### config.mk
export PLATFORM = sky130hd
export DESIGN_NAME = thread_fetch_scheduler
export DESIGN_NICKNAME = d
export VERILOG_FILES = /design/src/rtl/thread_fetch_scheduler.sv
export SDC_FILE = /design/constraint.sdc
export NUM_CORES = 1
export LEC_CHECK = 0
export CAP_MARGIN = 20
export CORE_UTILIZATION = 30
export CTS_CLUSTER_DIAMETER = 120
export CTS_CLUSTER_SIZE = 12
export DETAILED_ROUTE_END_ITERATION = 10
export GPL_TIMING_DRIVEN = 0
export HOLD_SLACK_MARGIN = 0.05
export PLACE_DENSITY = 0.48
export SLEW_MARGIN = 20
export SYNTH_ARGS = -nofsm -noshare
export SYNTH_HDL_FRONTEND = slang
export SYNTH_SLANG_ARGS = --single-unit
### constraint.sdc
create_clock -name clk -period 2.65 [get_ports clk]
set_clock_uncertainty 0.15 [all_clocks]
set_input_delay 0.795 -clock clk [delete_from_list [all_inputs] [get_ports clk]]
set_output_delay 0.795 -clock clk [all_outputs]
set_load 0.005 [all_outputs]
### src/rtl/thread_fetch_scheduler.sv
// Multithreaded fetch front end: per-thread PC/blocked state, round-robin thread pick,
// fetch request (PC, thread id) presented combinationally from registered state.

module thread_fetch_slot #(
    parameter int                    ADDR_WIDTH = 32,
    parameter logic [ADDR_WIDTH-1:0] RESET_VAL  = '0
) (
    input  logic                  clk,
    input  logic                  rst_n,
    input  logic                  issue,
    input  logic                  pred_take,
    input  logic [ADDR_WIDTH-1:0] pred_target,
    input  logic                  redirect,
    input  logic [ADDR_WIDTH-1:0] redirect_target,
    input  logic                  block,
    input  logic                  unblock,
    output logic [ADDR_WIDTH-1:0] pc,
    output logic                  blocked,
    output logic                  blocked_next
);
    // Block dominates a simultaneous unblock.
    assign blocked_next = block | (blocked & ~unblock);

    always_ff @(posedge clk or negedge rst_n) begin
        if (!rst_n) begin
            pc      <= RESET_VAL;
            blocked <= 1'b0;
        end else begin
            blocked <= blocked_next;
            if (redirect)
                pc <= redirect_target;
            else if (issue)
                pc <= pred_take ? pred_target : pc + ADDR_WIDTH'(4);
        end
    end
endmodule

module thread_fetch_scheduler #(
    parameter int                    NUM_THREADS      = 2,
    parameter int                    ADDR_WIDTH       = 32,
    parameter logic [ADDR_WIDTH-1:0] RESET_PC         = 32'h0,
    parameter logic [ADDR_WIDTH-1:0] THREAD_PC_STRIDE = 32'h0010_0000,
    localparam int                   TID_W            = $clog2(NUM_THREADS)
) (
    input  logic                   clk,
    input  logic                   rst_n,
    input  logic                   i_stall,
    input  logic [NUM_THREADS-1:0] i_thread_enable,
    input  logic                   i_pred_valid,
    input  logic                   i_pred_taken,
    input  logic [ADDR_WIDTH-1:0]  i_pred_target,
    input  logic                   i_redirect_valid,
    input  logic [TID_W-1:0]       i_redirect_thread_id,
    input  logic [ADDR_WIDTH-1:0]  i_redirect_target,
    input  logic                   i_block_valid,
    input  logic [TID_W-1:0]       i_block_thread_id,
    input  logic                   i_unblock_valid,
    input  logic [TID_W-1:0]       i_unblock_thread_id,
    output logic [ADDR_WIDTH-1:0]  o_pc,
    output logic [TID_W-1:0]       o_thread_id,
    output logic                   o_valid,
    output logic                   o_fire
);
    logic [NUM_THREADS-1:0][ADDR_WIDTH-1:0] pc_q;
    logic [NUM_THREADS-1:0]                 blocked_q;
    logic [NUM_THREADS-1:0]                 blocked_next;
    logic [NUM_THREADS-1:0]                 elig_next;
    logic [NUM_THREADS-1:0]                 issue_vec;
    logic [NUM_THREADS-1:0]                 redir_vec;
    logic [NUM_THREADS-1:0]                 blk_vec;
    logic [NUM_THREADS-1:0]                 ublk_vec;
    logic [TID_W-1:0]                       sel_q;
    logic [TID_W-1:0]                       sel_next;
    logic                                   found;
    logic                                   pred_take;

    assign o_pc        = pc_q[sel_q];
    assign o_thread_id = sel_q;
    assign o_valid     = i_thread_enable[sel_q] & ~blocked_q[sel_q];
    assign o_fire      = o_valid & ~i_stall;
    assign pred_take   = i_pred_valid & i_pred_taken;

    for (genvar t = 0; t < NUM_THREADS; t++) begin : g_thr
        localparam logic [ADDR_WIDTH-1:0] SLOT_RST =
            ADDR_WIDTH'(RESET_PC + THREAD_PC_STRIDE * ADDR_WIDTH'(t));

        assign issue_vec[t] = o_fire && (sel_q == TID_W'(t));
        assign redir_vec[t] = i_redirect_valid && (i_redirect_thread_id == TID_W'(t));
        assign blk_vec[t]   = i_block_valid && (i_block_thread_id == TID_W'(t));
        assign ublk_vec[t]  = i_unblock_valid && (i_unblock_thread_id == TID_W'(t));
        assign elig_next[t] = i_thread_enable[t] & ~blocked_next[t];

        thread_fetch_slot #(
            .ADDR_WIDTH (ADDR_WIDTH),
            .RESET_VAL  (SLOT_RST)
        ) u_slot (
            .clk             (clk),
            .rst_n           (rst_n),
            .issue           (issue_vec[t]),
            .pred_take       (pred_take),
            .pred_target     (i_pred_target),
            .redirect        (redir_vec[t]),
            .redirect_target (i_redirect_target),
            .block           (blk_vec[t]),
            .unblock         (ublk_vec[t]),
            .pc              (pc_q[t]),
            .blocked         (blocked_q[t]),
            .blocked_next    (blocked_next[t])
        );
    end

    // Round-robin search starts after the current pick and ends on it, so a lone
    // eligible thread keeps issuing every cycle.
    always_comb begin
        sel_next = sel_q;
        found    = 1'b0;
        for (int i = 1; i <= NUM_THREADS; i++) begin
            if (!found && elig_next[(int'(sel_q) + i) % NUM_THREADS]) begin
                sel_next = TID_W'((int'(sel_q) + i) % NUM_THREADS);
                found    = 1'b1;
            end
        end
    end

    always_ff @(posedge clk or negedge rst_n) begin
        if (!rst_n)
            sel_q <= '0;
        else if (!i_stall)
            sel_q <= sel_next;
    end
endmodule

# --- After elaboration in Yosys (flattened, before gate mapping) ---
# Cells that the tools add are included.
op_classes:
  addsub: 4
  order_cmp: 3
  muxes: 21
  bitwise_logic: 21
  n_reduce_logical: 14
op_table:
  columns: ["cell", "count"]
  rows:
  - ["2-to-1 mux 32 bit", 8]
  - ["adder 32 x 3 -> 32 bit, second input constant", 2]
  - ["2-to-1 mux 1 bit", 13]
  - ["NOT 1 bit", 10]
  - ["logical AND 1 bit", 9]
  - ["AND 1 bit", 7]
  - ["< comparator 2 x 3 -> 1 bit, second input constant", 2]
  - ["nonzero test 2 bit", 3]
  - ["adder 1 bit, second input constant", 2]
  - ["AND 1 bit, first input constant", 2]
  - ["< comparator 1 x 2 -> 1 bit, second input constant", 1]
  - ["bitwise OR 1 bit", 2]
  - ["AND reduction 2 bit", 1]
  - ["zero test 1 bit", 1]
word_totals:
  reg_bits: 67
  input_bits: 77
  output_inout_bits: 35
  elab_cells: 68

# --- Depth between registers and ports, before layout ---
# Gate-level depths: netlist (run 1).
depth:
  word_depth: 15
  depth_mapped: 8
  ltp_nobuf: 6

# --- Cells and area by module ---
# A second synthesis (run 1) with hierarchy kept.
hier_totals:
  cells_unflattened: 647
  hier_area_um2: 5444.0
by_module_without_submodules:
  columns: ["module", "n_inst", "cells_per_inst", "area_each_um2", "seq_area_each_um2"]
  rows:
  - ["thread_fetch_slot at g_thr[1].u_slot", 1, 297, 2454.9, 827.0]
  - ["thread_fetch_slot at g_thr[0].u_slot", 1, 297, 2453.6, 825.8]
  - ["thread_fetch_scheduler", 1, 53, 535.5, 25.0]

# --- Worst setup path before layout (run 1) ---
# Ideal clock, no wire load.
synth_path:
  path_kind: "register to output"
  startpoint: "register sel_q (netlist: o_thread_id)"
  endpoint: "output o_pc[27]"
  t_arrival_ns: 1.588
  t_required_ns: 1.705
  slack_ns: 0.117
  stages_incl_launch_ff: 5
  n_path_buf: 3
  cell_sequence: "dfrtp_1 -> clkbuf_1 -> clkbuf_1 -> clkbuf_1 -> mux2_2"
synth_between:
  elab_chain_cells: 2
synth_rtl:
  columns: ["element", "line", "source"]
  rows:
  - ["start, declared", "72", "logic [TID_W-1:0] sel_q;"]
  - ["start signal, assigned", "129", "sel_q <= sel_next;"]
  - ["2-to-1 mux 32 bit (implied by the code) (2 in a row)", "77", "assign o_pc = pc_q[sel_q];"]
  - ["end, declared", "59", "output logic [ADDR_WIDTH-1:0] o_pc,"]
# No other way between the ends. The select of a mux whose other input is x is not followed.

# --- Worst setup path in the final report (run 1) ---
layout_path:
  startpoint: "register sel_q (netlist: o_thread_id)"
  endpoint: "output o_pc[18]"
# The elaborated chain is that of the path after synthesis.

==> results of run 1 <==
[layout by cell type, fill, tap and decap left out, drive strengths merged, types with 4 or more instances in the layout]
master          n
o21a            4
nand3          39
dlygate4sd2    17
nand4          15
nor3           36
nor4           12
a31oi          10
o22ai          10
and2            6
dfrtp          66
nand2          96
and4            5
clkdlybuf4s15   7
a221o           5
xor2            8
nor2           59
and3           13
a21oi          52
o211ai          8
or3             5
clkdlybuf4s50  73
inv             8
a211oi          9
o21ai          68
mux2           30
mux2i          14
clkbuf         59
xnor2           7
o31ai           7
buf            33
[power by group through the flow]
stage,Combinational [mW],Sequential (mW),Clock [mW]
2_1_floorplan,0.836,1.35,0
3_3_place_gp,1.65,1.45,0
3_5_place_dp,1.66,1.45,0
4_1_cts,1.74,1.45,1.26
5_1_grt,1.93,1.49,1.31
6_report,1.81,1.46,1.26
[kinds of logic after synthesis]
| kind of cell | after synthesis | synth area share [%] |
|---|---|---|
| compound gates | 207 | 24.0 |
| xor+xnor | 15 | 2.44 |
| buf+inv | 59 | 4.57 |
| flops | 67 | 31.1 |
| simple gates | 303 | 28.5 |
| fa+ha+maj | 2 | 0.464 |
| mux | 44 | 8.87 |
[sequential cells by signal, summed over array words and instances, names as in the netlist]
name	count
o_thread_id	1
g_thr.u_slot.blocked	2
g_thr.u_slot.pc	64
[metal layers]
metal | wire, um | track usage, % | vias to the layer above
met5 | 0 | 0 | -
met1 | 12500 | 44.3 | 3142
met3 | 2710 | 7.72 | 50
met2 | 12500 | 46.2 | 367
li1 | - | - | 2865
met4 | 744 | 11.0 | 0
[metrics by stage]
stage | area (um2) | power, mW | cells
after floorplan | 5390 | 2.18 | 697
after global placement | 6780 | 3.10 | 1033
after detailed placement | 6810 | 3.10 | 1034
after CTS | 7320 | 4.45 | 1060
after global routing | 7350 | 4.73 | 1061
final | 7350 | 4.54 | 1061
[final timing paths]
kind	slack, ns	startpoint	depth (start not counted)	end
max	-0.04	o_thread_id$_DFFE_PN0P_	4	o_pc[18]
min	0.20	rst_n	1	g_thr[1].u_slot.pc[28]$_DFFE_PN0P_
max reg2reg	0.16	g_thr[0].u_slot.pc[2]$_DFFE_PN0P_	6	g_thr[0].u_slot.pc[28]$_DFFE_PN0P_
min reg2reg	0.43	g_thr[1].u_slot.pc[0]$_DFFE_PN0P_	2	g_thr[1].u_slot.pc[0]$_DFFE_PN0P_
max in group asynchronous	1.55	rst_n	2	g_thr[1].u_slot.pc[20]$_DFFE_PN1P_
min in group clk	0.43	g_thr[1].u_slot.pc[0]$_DFFE_PN0P_	2	g_thr[1].u_slot.pc[0]$_DFFE_PN0P_
[area by class of cell]
| cell class | instances | area (um2) |
|---|---|---|
| clock inverter | 1 | 5.00 |
| buffer | 49 | 358 |
| timing repair buffer | 126 | 1180 |
| inverter | 8 | 30.0 |
| multi-input combinational | 571 | 3520 |
| sequential | 67 | 1680 |
| fill | 1837 | 10100 |
| tap | 225 | 282 |
| clock buffer | 14 | 294 |
[timing repair]
item | CTS | global route
setup buffers | 12 | 2
resized for setup | 105 | 50
pin swaps | 2 | 1
gates cloned | 1 | 0
endpoints found under the setup margin | 97 | 51
hold buffers | 0 | 0
==> results.md, run 1 <==
- Congestion Overflow GR: 0
- Core area: 17400 um2
- Die width: 136 um
- Sw frac: 37.1%
- Mean Syn Cell Area: just under 8 um2
- Die footprint: about 18000 um2
- Number of flops mapped to enable cells by yosys: 0
- Buffers added on ports: 111
- Share of cells above drive strength 1: 17.3%
- Setup WS pre-CTS: -1.13 ns
- Post-Syn Area: 5390 um2
- Max incr delay on CP: 0.45 ns
- Area grow syn2layout: 36.4%
- Via count: 6424
- Most common cell in the synthesized netlist: nand2_1
- Max-cap violations: 0
- Violated checks: negative setup slack
- Sequential share of power: 32.3%
- Clock-pin slew of the registers on the worst-case setup and hold paths: approximately 0.06 ns
- CTS tree: built
- Final setup fails: 11
- Status: complete, but fails checks
- Top FF cell, synth: dfrtp_1
- Critical Path AT: 1.74 ns
- Leakage: 2.94 nW
- RSZ-0062 raised after global routing: true
- CTS H-tree lvls: 3
- Post-route setup slack: -0.0396 ns
- Clk root buf: clkbuf_16
- WHS: between 0.2 and 0.25 ns
- CP Cell Sequence: buf_4 -> clkbuf_16 -> mux2_2 -> dlygate4sd2_1
- Setup TNS: -0.203 ns
- Critical Path RT: 1.71 ns
- Initial Util: 30.9%
- GRT Util Overall: about a third
- Drt drc: 0
- Top cell type's share of synthesized area: 30.7%
- IR drop worst, VDD: 0.000342 V
- HP Class: in -> async
- Power density cells: 617 nW/um2
- Initial antenna violation count: 0
- Clock sink count: 67
- Synth area leaders: dfrtp_1 (31%), nand2_1 (6.6%), mux2_2 (6.3%)
- Worst-margin pin slew: 0.716 ns
- CP Capture Type: output pin
- Drt initial violations: 714
- Post-synth ARST share: 100%
- TritonCTS buffer count: 9
- Final Hold Fails: 0
- Slew Viols, Final: 0
- Critical path's top delay family: buffers and inverters
- CP Launch Type: register
- Routed wire length: 28.5 mm
- Post-DRT Antenna Nets: 0
- First-pass GRT wire length: 41.1 mm
- Syn Nets: about 780
- Clock Power Share: between 20% and 30%
- Synth cell types: 70
- Post-synth top cells: nand2_1 (95), dfrtp_1 (66), nor2_1 (59)
- CP Max Fanout: 10
- CTS Buffer Depth: 2
- Pre-antenna DRT Iters: 6
- FF+latch count, synth: 67
- Fin crit period: roughly 2.7 ns
- Sequential area share after synthesis: between 30% and 40%
- Ant. Diodes: 0
- Vias per cell: 6.05
- Die H: 136 um
- Area leader, netlist: dfrtp_1
- Syn Inst Count: around 700
- Crit path max-delay cell type: dfrtp_2
- Hpwl dp: 21.4 mm
- Fin crit share: 101%
- Wire per inst: roughly 27 um
- Vias in the first global route: 6083
- Int Pwr: 2.85 mW
- Site row count: between 40 and 50
- Gpl congestion: 0.919
- Kind of critical path: reg -> out
- IO Count: 112
- Relative slew slack: 52.2%
- Core Util, Final: 42.2%
- CP Buf/Inv Count: 3
- Yosys warns: 0
- Max Clk Rate: 372 MHz
- P_sw: approximately 1.7 mW
- Final nets: 911
- Worst-Skew Late Latency: 0.36 ns
- Combinational share of power: 40.0%
- Largest net degree at the start of global routing: 46
(Power assumes the default switching activity.)
==> inputs of run 2 (changes only) <==
--- a/constraint.sdc
+++ b/constraint.sdc
@@ -3,3 +3,3 @@
 set_input_delay 0.795 -clock clk [delete_from_list [all_inputs] [get_ports clk]]
 set_output_delay 0.795 -clock clk [all_outputs]
-set_load 0.005 [all_outputs]
+set_load 0.01 [all_outputs]
==> results.md, run 2 (synthesis gave the netlist of run 1 again) <==
- Die footprint: 18500 um2 (unchanged)
- Register area: 1680 um2 (unchanged)
- Worst-Skew Late Latency: 0.35 ns (about the same)
- Critical Path Start: o_thread_id$_DFFE_PN0P_
- Share of cells above drive strength 1: 16.8% (-0.50 points)
- Most common cell after layout, fill and taps aside: nand2_1
- TritonCTS buffer count: 9 (unchanged)
- IR drop worst, VDD: 0.000345 V (+0.88%)
- Ant. Diodes: 0 (unchanged)
- Power density cells: 622 nW/um2 (+0.66%)
- Core area: 17400 um2 (unchanged)
- Sequential share of power: 32.2% (about the same)
- Vias per cell: 6.04 (-0.23%)
- CP Buf/Inv Count: 4 (+1)
- Finished Layout Cells: 1056 (-0.47%)
- Critical Path AT: 1.75 ns (about the same)
- Vias in the first global route: 6045 (-0.62%)
- Most frequent CP cell: buf_6
- Critical path's top delay family: buffers and inverters
- RSZ-0062 raised after global routing: true
- Initial antenna violation count: 0 (unchanged)
- CP Cell Sequence: buf_6 -> clkbuf_16 -> buf_6 -> o32ai_4 -> nor2b_2 -> buf_2
- Final setup fails: 1 (-10)
- Final Hold Fails: 0 (unchanged)
- IO Count: 112 (unchanged)
- Worst r2r path cells: 8 (+2)
- Sw frac: 38.0% (+0.93 points)
- Fillers: 1841 (+0.22%)
- Fin crit share: 102% (about the same)
- Die width: 136 um (unchanged)
- Clock sink count: 67 (unchanged)
- Largest net degree at the start of global routing: 46 (unchanged)
- Routed wire length: 28.3 mm (-0.38%)
- Clock Power Share: 27.8% (about the same)
- Final nets: 906 (-0.55%)
- Max Clk Rate: 372 MHz (about the same)
- Crit path max-delay cell type: dfrtp_2
- Pre-antenna DRT Iters: 5 (-1)
- Final instance area: 7290 um2 (-0.73%)
- Post-route setup slack: -0.0411 ns (-0.00154 ns)
- Int Pwr: 2.81 mW (-1.6%)
- First-pass GRT wire length: 41.0 mm (-0.20%)
- Via count: 6379 (-0.70%)
- Congestion Overflow GR: 0 (unchanged)
- Buffers added on ports: 111 (unchanged)
- Combinational share of power: 40.1% (about the same)
- Clock-pin slew of the registers on the worst-case setup and hold paths: 0.06 ns (about the same)
- CTS H-tree lvls: 3 (unchanged)
- CP Max Fanout: 4 (-6)
- Hpwl dp: 21.4 mm (unchanged)
- Violated checks: negative setup slack
- Die H: 136 um (unchanged)
- Max-cap violations: 0 (unchanged)
- Drt drc: 0 (unchanged)
- CP Launch Type: register
- Gpl congestion: 0.919 (unchanged)
- Status: complete, but fails checks
- Max incr delay on CP: 0.44 ns (about the same)
- GRT Util Overall: 31.3% (-0.14 points)
- CTS tree: built
- Initial Util: 30.9% (unchanged)
- CP Capture Type: output pin
- Leakage: 2.90 nW (-1.3%)
- Post-DRT Antenna Nets: 0 (unchanged)
- Relative slew slack: 52.2% (about the same)
- Fin crit period: 2.69 ns (+0.00154 ns)
- Area grow syn2layout: 35.4%
- Site row count: 48 (unchanged)
- Clk root buf: clkbuf_16
- Worst-margin pin slew: 0.717 ns (+0.000498 ns)
- Placed Area: 6810 um2 (unchanged)
- Levels on crit path: 6 (+2)
- Critical Path RT: 1.71 ns (about the same)
- Reg2Reg Launch Point: o_thread_id$_DFFE_PN0P_
- Area of the multi-input gates: 3510 um2 (-0.25%)
- Placed cell count: 1034 (unchanged)
- CTS Buffer Depth: 2 (unchanged)
- Max reg flops: 64 (unchanged)
- Slew Viols, Final: 0 (unchanged)
- Largest register by flop count: g_thr.u_slot.pc
- Most frequent cells in the layout: nand2_1 (94), clkdlybuf4s50_1 (73), dfrtp_1 (65)
- P_sw: 1.72 mW (+2.4%)
- Wire per inst: 26.8 um (about the same)
- HP Class: in -> async
- Kind of critical path: reg -> out
- Drt initial violations: 656 (-8.1%)
## run 2: timing repair
action                                  in CTS  in global routing
resized for setup                          128                 27
endpoints found under the setup margin      97                 48
hold buffers                                 0                  0
pin swaps                                    2                  0
buffers inserted                             8                  1
## run 2: metrics by stage
stage          hold slack [ns]  util [%]  setup TNS, ns  power [mW]  setup WS [ns]
6_report                 0.207      41.9        -0.0411        4.53        -0.0411
2_1_floorplan            0.348         -              0        2.25         0.0531
3_5_place_dp             0.426      39.1         -68.90        3.17          -1.13
4_1_cts                  0.216      41.8         -0.119        4.49        -0.0566
5_1_grt                  0.225      41.9         -0.104        4.72         -0.104
3_3_place_gp             0.404      38.9        -207.40        3.17          -2.08
## run 2: per-layer routing
| metal | track usage [%] | wire (um) | vias to the layer above |
|---|---|---|---|
| li1 | - | - | 2857 |
| met1 | 44.7 | 12800 | 3123 |
| met2 | 46.0 | 12500 | 360 |
| met3 | 6.71 | 2350 | 39 |
| met4 | 11.1 | 671 | 0 |
| met5 | 0 | 0 | - |
## run 2: worst paths after layout
check / to / slack [ns]
worst min-delay path: g_thr[1].u_slot.pc[28]$_DFFE_PN0P_ / 0.21
worst min register to register: g_thr[1].u_slot.pc[0]$_DFFE_PN0P_ / 0.43
min in group clk: g_thr[1].u_slot.pc[0]$_DFFE_PN0P_ / 0.43
worst max register to register: g_thr[0].u_slot.pc[27]$_DFFE_PN0P_ / 0.12
worst max-delay path: o_fire / -0.04
max in group asynchronous: g_thr[1].u_slot.pc[20]$_DFFE_PN1P_ / 1.54
## run 2: power groups by stage
| stage | Combinational (mW) | Sequential (mW) | Clock (mW) |
|---|---|---|---|
| 6_report | 1.82 | 1.46 | 1.26 |
| 5_1_grt | 1.92 | 1.48 | 1.31 |
| 4_1_cts | 1.79 | 1.44 | 1.26 |
| 3_5_place_dp | 1.72 | 1.45 | 0 |
| 3_3_place_gp | 1.72 | 1.45 | 0 |
| 2_1_floorplan | 0.904 | 1.35 | 0 |
## run 2: cell type report
class	count	area share, %
clock buffers	14	4.03
repair buffers	121	15.6
plain buffers	49	4.87
well taps	225	3.86
multi-input cells	571	48.1
flip-flops and latches	67	23.0
clock inverters	1	0.0686
inverters	8	0.412
==> patch 1: new RTL, flow settings as in run 1 <==
Register the input `i_redirect_target` before use. The logic sees it one clock later. The other inputs are not delayed to match.
--- a/src/rtl/thread_fetch_scheduler.sv
+++ b/src/rtl/thread_fetch_scheduler.sv
@@ -61,6 +61,13 @@
     output logic                   o_valid,
     output logic                   o_fire
 );
+
+    logic [ADDR_WIDTH-1:0] i_redirect_target_q;
+
+    always_ff @(posedge clk) begin
+        i_redirect_target_q <= i_redirect_target;
+    end
+
     logic [NUM_THREADS-1:0][ADDR_WIDTH-1:0] pc_q;
     logic [NUM_THREADS-1:0]                 blocked_q;
     logic [NUM_THREADS-1:0]                 blocked_next;
@@ -100,7 +107,7 @@
             .pred_take       (pred_take),
             .pred_target     (i_pred_target),
             .redirect        (redir_vec[t]),
-            .redirect_target (i_redirect_target),
+            .redirect_target (i_redirect_target_q),
             .block           (blk_vec[t]),
             .unblock         (ublk_vec[t]),
             .pc              (pc_q[t]),
Function: changed (Yosys sat finds a counterexample within 4 cycles, from zero or initial values and one cycle with rst_n low).
==> patch 1 against run 1 <==
The flow still finishes with violations (setup timing); total power increased by 13%; sequential cell count increased by 32; setup slack improved by 0.029 ns; sequential share of layout area increased by 6.4 points; count of clock-buffer cells in the layout decreased by 5; design area increased by 7.8%; largest cell class unchanged; global-route usage decreased by 4.8 points; sequential power increased by 40%; synthesized area increased by 11%; routed wire length decreased by 5.7%.
==> patch 1: results (changes against run 1) <==
The run gives 3 (-8) as the number of setup violations in the final report. The tools report the total cell area at the placement stage as 7433 µm² (+9.2%). The estimated wirelength of the detail-placed design was 19.82 mm (-7.6%); the async set-or-reset flop fraction in the synthesized netlist was 0.6768 (-0.3232). Ranked by total cell area, the synthesized netlist is headed by sky130_fd_sc_hd__dfrtp_1, sky130_fd_sc_hd__dfxtp_1, sky130_fd_sc_hd__o21ai_0.

The xor and xnor area share after synthesis works out to 0.02346 (-0.0009242). The routed wire length per instance came out at 23.90 µm (-11%). Number of DRC violations after detailed-routing iteration 0: 538 (-25%). The run finished, with violations left. The final-layout fill cell count came out at 2025 (+10%).

The number of placed cells counting well taps came out at 1103 (+6.7%). The final reports fail on setup timing. The tools report the worst voltage drop across the vdd grid as 0.0003808 V (+11%). The stage delay of the slowest cell on the critical path is 0.41 ns (-0.04 ns), and the first-pass GRT wire length is 39.32 mm (-4.4%). The setup TNS after final layout was -0.02445 ns (+0.1786 ns). The tools report the endpoint of the most critical register-to-register path as g_thr[1].u_slot.pc[23]. The area fraction in compound gates after synthesis was 0.2155 (-0.02412); the via count of the first global-routing pass was 6402 (+5.2%). For the worst path setup slack after routing, the log shows -0.01077 ns (+0.02879 ns). The maximum fanout along the worst path was 5 (-5). The logs give 0.3378 (-0.1057) for the global-route track usage on met1 and 0.2667 (-0.04814) for the total global-route track usage. The critical path data arrival time was 1.72 ns (-0.02 ns); the maximum number of pins on one net before global-route repair was 36 (-22%). The overall via count from detail_route came out at 6550 (+2.0%). The startpoint identified for the worst register-to-register timing path is g_thr[1].u_slot.pc[8]. The mux share of post-synthesis cell area is 0.06954 (-0.01917), and the placer congestion estimate is 0.9188 (about the same). After synthesis, the most frequently instantiated cells are sky130_fd_sc_hd__nand2_1, sky130_fd_sc_hd__dfrtp_1, sky130_fd_sc_hd__o21ai_0. For the standby leakage power, the log shows 3.068 nW (+4.5%). The number of detailed-routing iterations run before antenna repair is 5 (-1). The net total in the final layout was 931 (+2.2%).

The tools report the sequential share of the synthesized area as 0.3881 (+0.07672). The tools report the number of distinct library cells after synthesis as 69 (-1.4%). Total detailed-routing wirelength: 26.82 mm (-5.7%). The share of final-layout standard cells stronger than drive strength 1 came out at 0.1249 (-0.04859).

The run gives 805 (+3.7%) as the net count after synthesis. The fraction of the mapped netlist area in adder cells works out to 0.004189 (-0.0004553).
[patch 1: repair_timing]
action / CTS / global route
endpoints found under the hold margin: 0 / 0
gates cloned: 0 / 2
setup buffers: 1 / 2
endpoints found under the setup margin: 92 / 39
pin swaps: 1 / 1
resized for setup: 79 / 39
[patch 1: critical path, delay by kind of cell, from the launching register on]
family,cells,cell delay (ns)
buffers and inverters,3,0.59
DFF,1,0.41
muxes,1,0.35
[patch 1: per-stage QoR]
stage                     setup WS (ns)  hold slack, ns  utilization  power (mW)
after floorplan                  0.3875          0.2631            -       2.772
after global placement           -2.078          0.2971       0.3810       3.669
after detailed placement         -1.100          0.2983       0.3819       3.685
after CTS                       -0.1775          0.2582       0.4020       5.024
after global routing           -0.03696          0.2762       0.4071       5.373
final                          -0.01077          0.2431       0.4071       5.112
[patch 1: kinds of logic (layout without fill, tap and decap cells)]
logic type      after synthesis  count (layout)
mux                          38              38
xor+xnor                     16              16
compound gates              209             209
fa+ha+maj                     2               2
flops                        99              99
simple gates                298             298
buf+inv                      64             195
[patch 1: cell type report]
class,count,area [µm²],area share
Clock buffer,9,225.2,0.02843
Clock inverter,7,60.06,0.007581
Timing Repair Buffer,117,1162,0.1467
Sequential cell,99,2320,0.2928
Tap cell,265,331.6,0.04185
Buffer,49,327.8,0.04138
Multi-Input combinational cell,563,3447,0.4351
Inverter,13,48.80,0.006159
[patch 1: where the power goes]
group | internal (mW) | switching, mW
combinational | 0.901 | 0.855
clock | 0.654 | 0.667
sequential | 1.70 | 0.331
[patch 1: worst max path at each step]
| stage | from | to | slack (ns) |
|---|---|---|---|
| after global placement | rst_n | g_thr[1].u_slot.pc[11] | -2.08 |
| after floorplan | o_thread_id | o_pc[19] | 0.39 |
| after detailed placement | i_pred_taken | g_thr[1].u_slot.pc[31] | -1.10 |
| final | o_thread_id | o_pc[17] | -0.01 |
| after global routing | o_thread_id | o_pc[6] | -0.04 |
| after CTS | o_thread_id | o_pc[30] | -0.18 |
[patch 1: layer usage]
| metal | wire length (µm) | vias to the layer above | share of wire |
|---|---|---|---|
| li1 | - | 2963 | - |
| met1 | 11240 | 3179 | 0.42 |
| met2 | 12460 | 349 | 0.46 |
| met3 | 2003 | 59 | 0.075 |
| met4 | 1124 | 0 | 0.042 |
| met5 | 0 | - | 0 |
==> patch 2: new RTL, settings of run 1 <==
Made on the original files. `NUM_THREADS`: 2 -> 4.
--- a/src/rtl/thread_fetch_scheduler.sv
+++ b/src/rtl/thread_fetch_scheduler.sv
@@ -36,7 +36,7 @@
 endmodule
 
 module thread_fetch_scheduler #(
-    parameter int                    NUM_THREADS      = 2,
+    parameter int                    NUM_THREADS      = 4,
     parameter int                    ADDR_WIDTH       = 32,
     parameter logic [ADDR_WIDTH-1:0] RESET_PC         = 32'h0,
     parameter logic [ADDR_WIDTH-1:0] THREAD_PC_STRIDE = 32'h0010_0000,
Interface: changed (5 resized); port bits go from 112 to 118. The function was not compared with the original's and may differ.
==> patch 2 against run 1 <==
Global-route usage up 0.33 points; total power increased by 150%; sequential cell count up 67; setup slack got worse by 0.20 ns; fmax down 7.1%; count of clock-buffer cells in the layout rose by 4; critical endpoint is now o_pc[23]; synthesized cell count grew 82%; the flow still finishes with violations (setup timing); critical path depth up 1; routed wire length up 99%; design area up 81%; synthesized area is 93% higher; sequential share of layout area increased by 2.5 points; hold slack improved by 0.015 ns.
==> patch 2: results (changes against run 1) <==
The run finished, with violations left. The checks that failed: setup timing. By area the synthesized netlist is led by sky130_fd_sc_hd__dfrtp_1, sky130_fd_sc_hd__mux4_2, sky130_fd_sc_hd__nand2_1.

The stage delay of the slowest cell on the critical path was 0.54 ns (+0.09 ns); the relative slew slack was 0.4231 (-0.09932). The commonest cells after synthesis are sky130_fd_sc_hd__nand2_1, sky130_fd_sc_hd__nor2_1, sky130_fd_sc_hd__dfrtp_1. The run gives 0 (unchanged) as the count of inserted antenna diode cells. The pre-CTS worst setup slack came out at -1.771 ns (-0.6447 ns). The logs give 134 (+100%) for the clock sink total and 12130 µm² (+78%) for the total cell area at the placement stage. The tools report the sequential cell area as 3363 µm² (+100%).

The tools report the final design instance area without fill as 13280 µm² (+81%). The run gives 1027 (+80%) as the multi-input combinational cell count. The data-path buffer share of cell area in the final layout is 0.1552 (-0.05459), and the clock buffer instance count of the final layout is 18 (+4). The tools report the total detailed-routing wirelength as 56.49 mm (+99%). The run gives 16 (+4) as the total setup buffers inserted after CTS. The number of antenna violations at the first check in global routing is 3 (+3).

The logs give 1835 (+77%) for the number of placed cells counting well taps and 80.21 mm (+95%) for the first-pass GRT wire length. The routed wire length per instance works out to 29.97 µm (+12%). The maximum fanout along the worst path is 8 (-2), and the maximum number of pins on one net before global-route repair is 83 (+80%). The buffer count excluding the clock tree in the final layout was 230 (+31%); the standby leakage power was 5.172 nW (+76%). Share of final-layout standard cells stronger than drive strength 1: 0.1900 (+0.01653).

The setup TNS after final layout was -5.848 ns (-5.645 ns); the worst reg-to-reg setup slack was 0.09 ns (-0.07 ns). Endpoint of the most critical register-to-register path: g_thr[0].u_slot.pc[30]. The mean instance size in the synthesized netlist works out to 8.170 µm² (+5.7%). The depth of the worst register-to-register path was 9 (+3); the worst path setup slack after routing was -0.2442 ns (-0.2046 ns). Critical path endpoint: o_pc[23]. The net total in the final layout was 1515 (+66%). The total global-route track usage is 0.3181 (+0.003309), and the relative area of clock buffers and inverters in the final design is 0.04485 (+0.004156). The overall via count from detail_route is 11980 (+87%). The source-to-sink clock delay at the later pin of the worst-skew pair is 0.46 ns (+0.10 ns). The placer congestion estimate was 0.9681 (+5.3%); the final-layout fill cell count was 3469 (+89%).

The tools report the launching instance or port of the critical path as o_thread_id[0]. The run gives 34 (+23) as the number of setup violations in the final report. The logs give 10950 (+80%) for the via count of the first global-routing pass and 0.3236 (+0.01222) for the sequential share of the synthesized area. For the estimated wirelength of the detail-placed design, the log shows 42.76 mm (+99%). The worst voltage drop across the vdd grid was 0.0005146 V (+51%); the number of DRC violations after detailed-routing iteration 0 was 2092 (+190%). For the area occupied by multi-input gates, the log shows 6630 µm² (+89%).
patch 2: cell count changes in the layout (fill, tap and decap cells not counted), sizes merged, moves of 34 or more:
cell,before,now
a21oi,52,109
buf,33,77
clkbuf,59,93
dfrtp,66,130
nand2,96,170
nor2,59,135
patch 2: logic make-up after synthesis:
family	after synthesis	share of synthesized area
AO/OA/AOI/OAI	425	0.2617
XOR/XNOR	21	0.01773
adder cells (fa/ha/maj)	8	0.009647
buffers and inverters	109	0.05269
flip-flops	134	0.3236
multiplexers	49	0.08778
AND/OR/NAND/NOR	524	0.2468
patch 2: per-layer routing:
metal / part of all wire / track usage
met2: 0.42 / 0.4521
met1: 0.41 / 0.4471
met3: 0.13 / 0.09620
met4: 0.039 / 0.1238
met5: 0.00016 / 0
patch 2: power breakdown:
| group | switching, mW | total [mW] | internal [mW] |
|---|---|---|---|
| clock network | 1.06 | 2.56 | 1.49 |
| registers | 1.10 | 3.77 | 2.67 |
| logic | 2.43 | 5.00 | 2.57 |
| total | 4.59 | 11.3 | 6.73 |
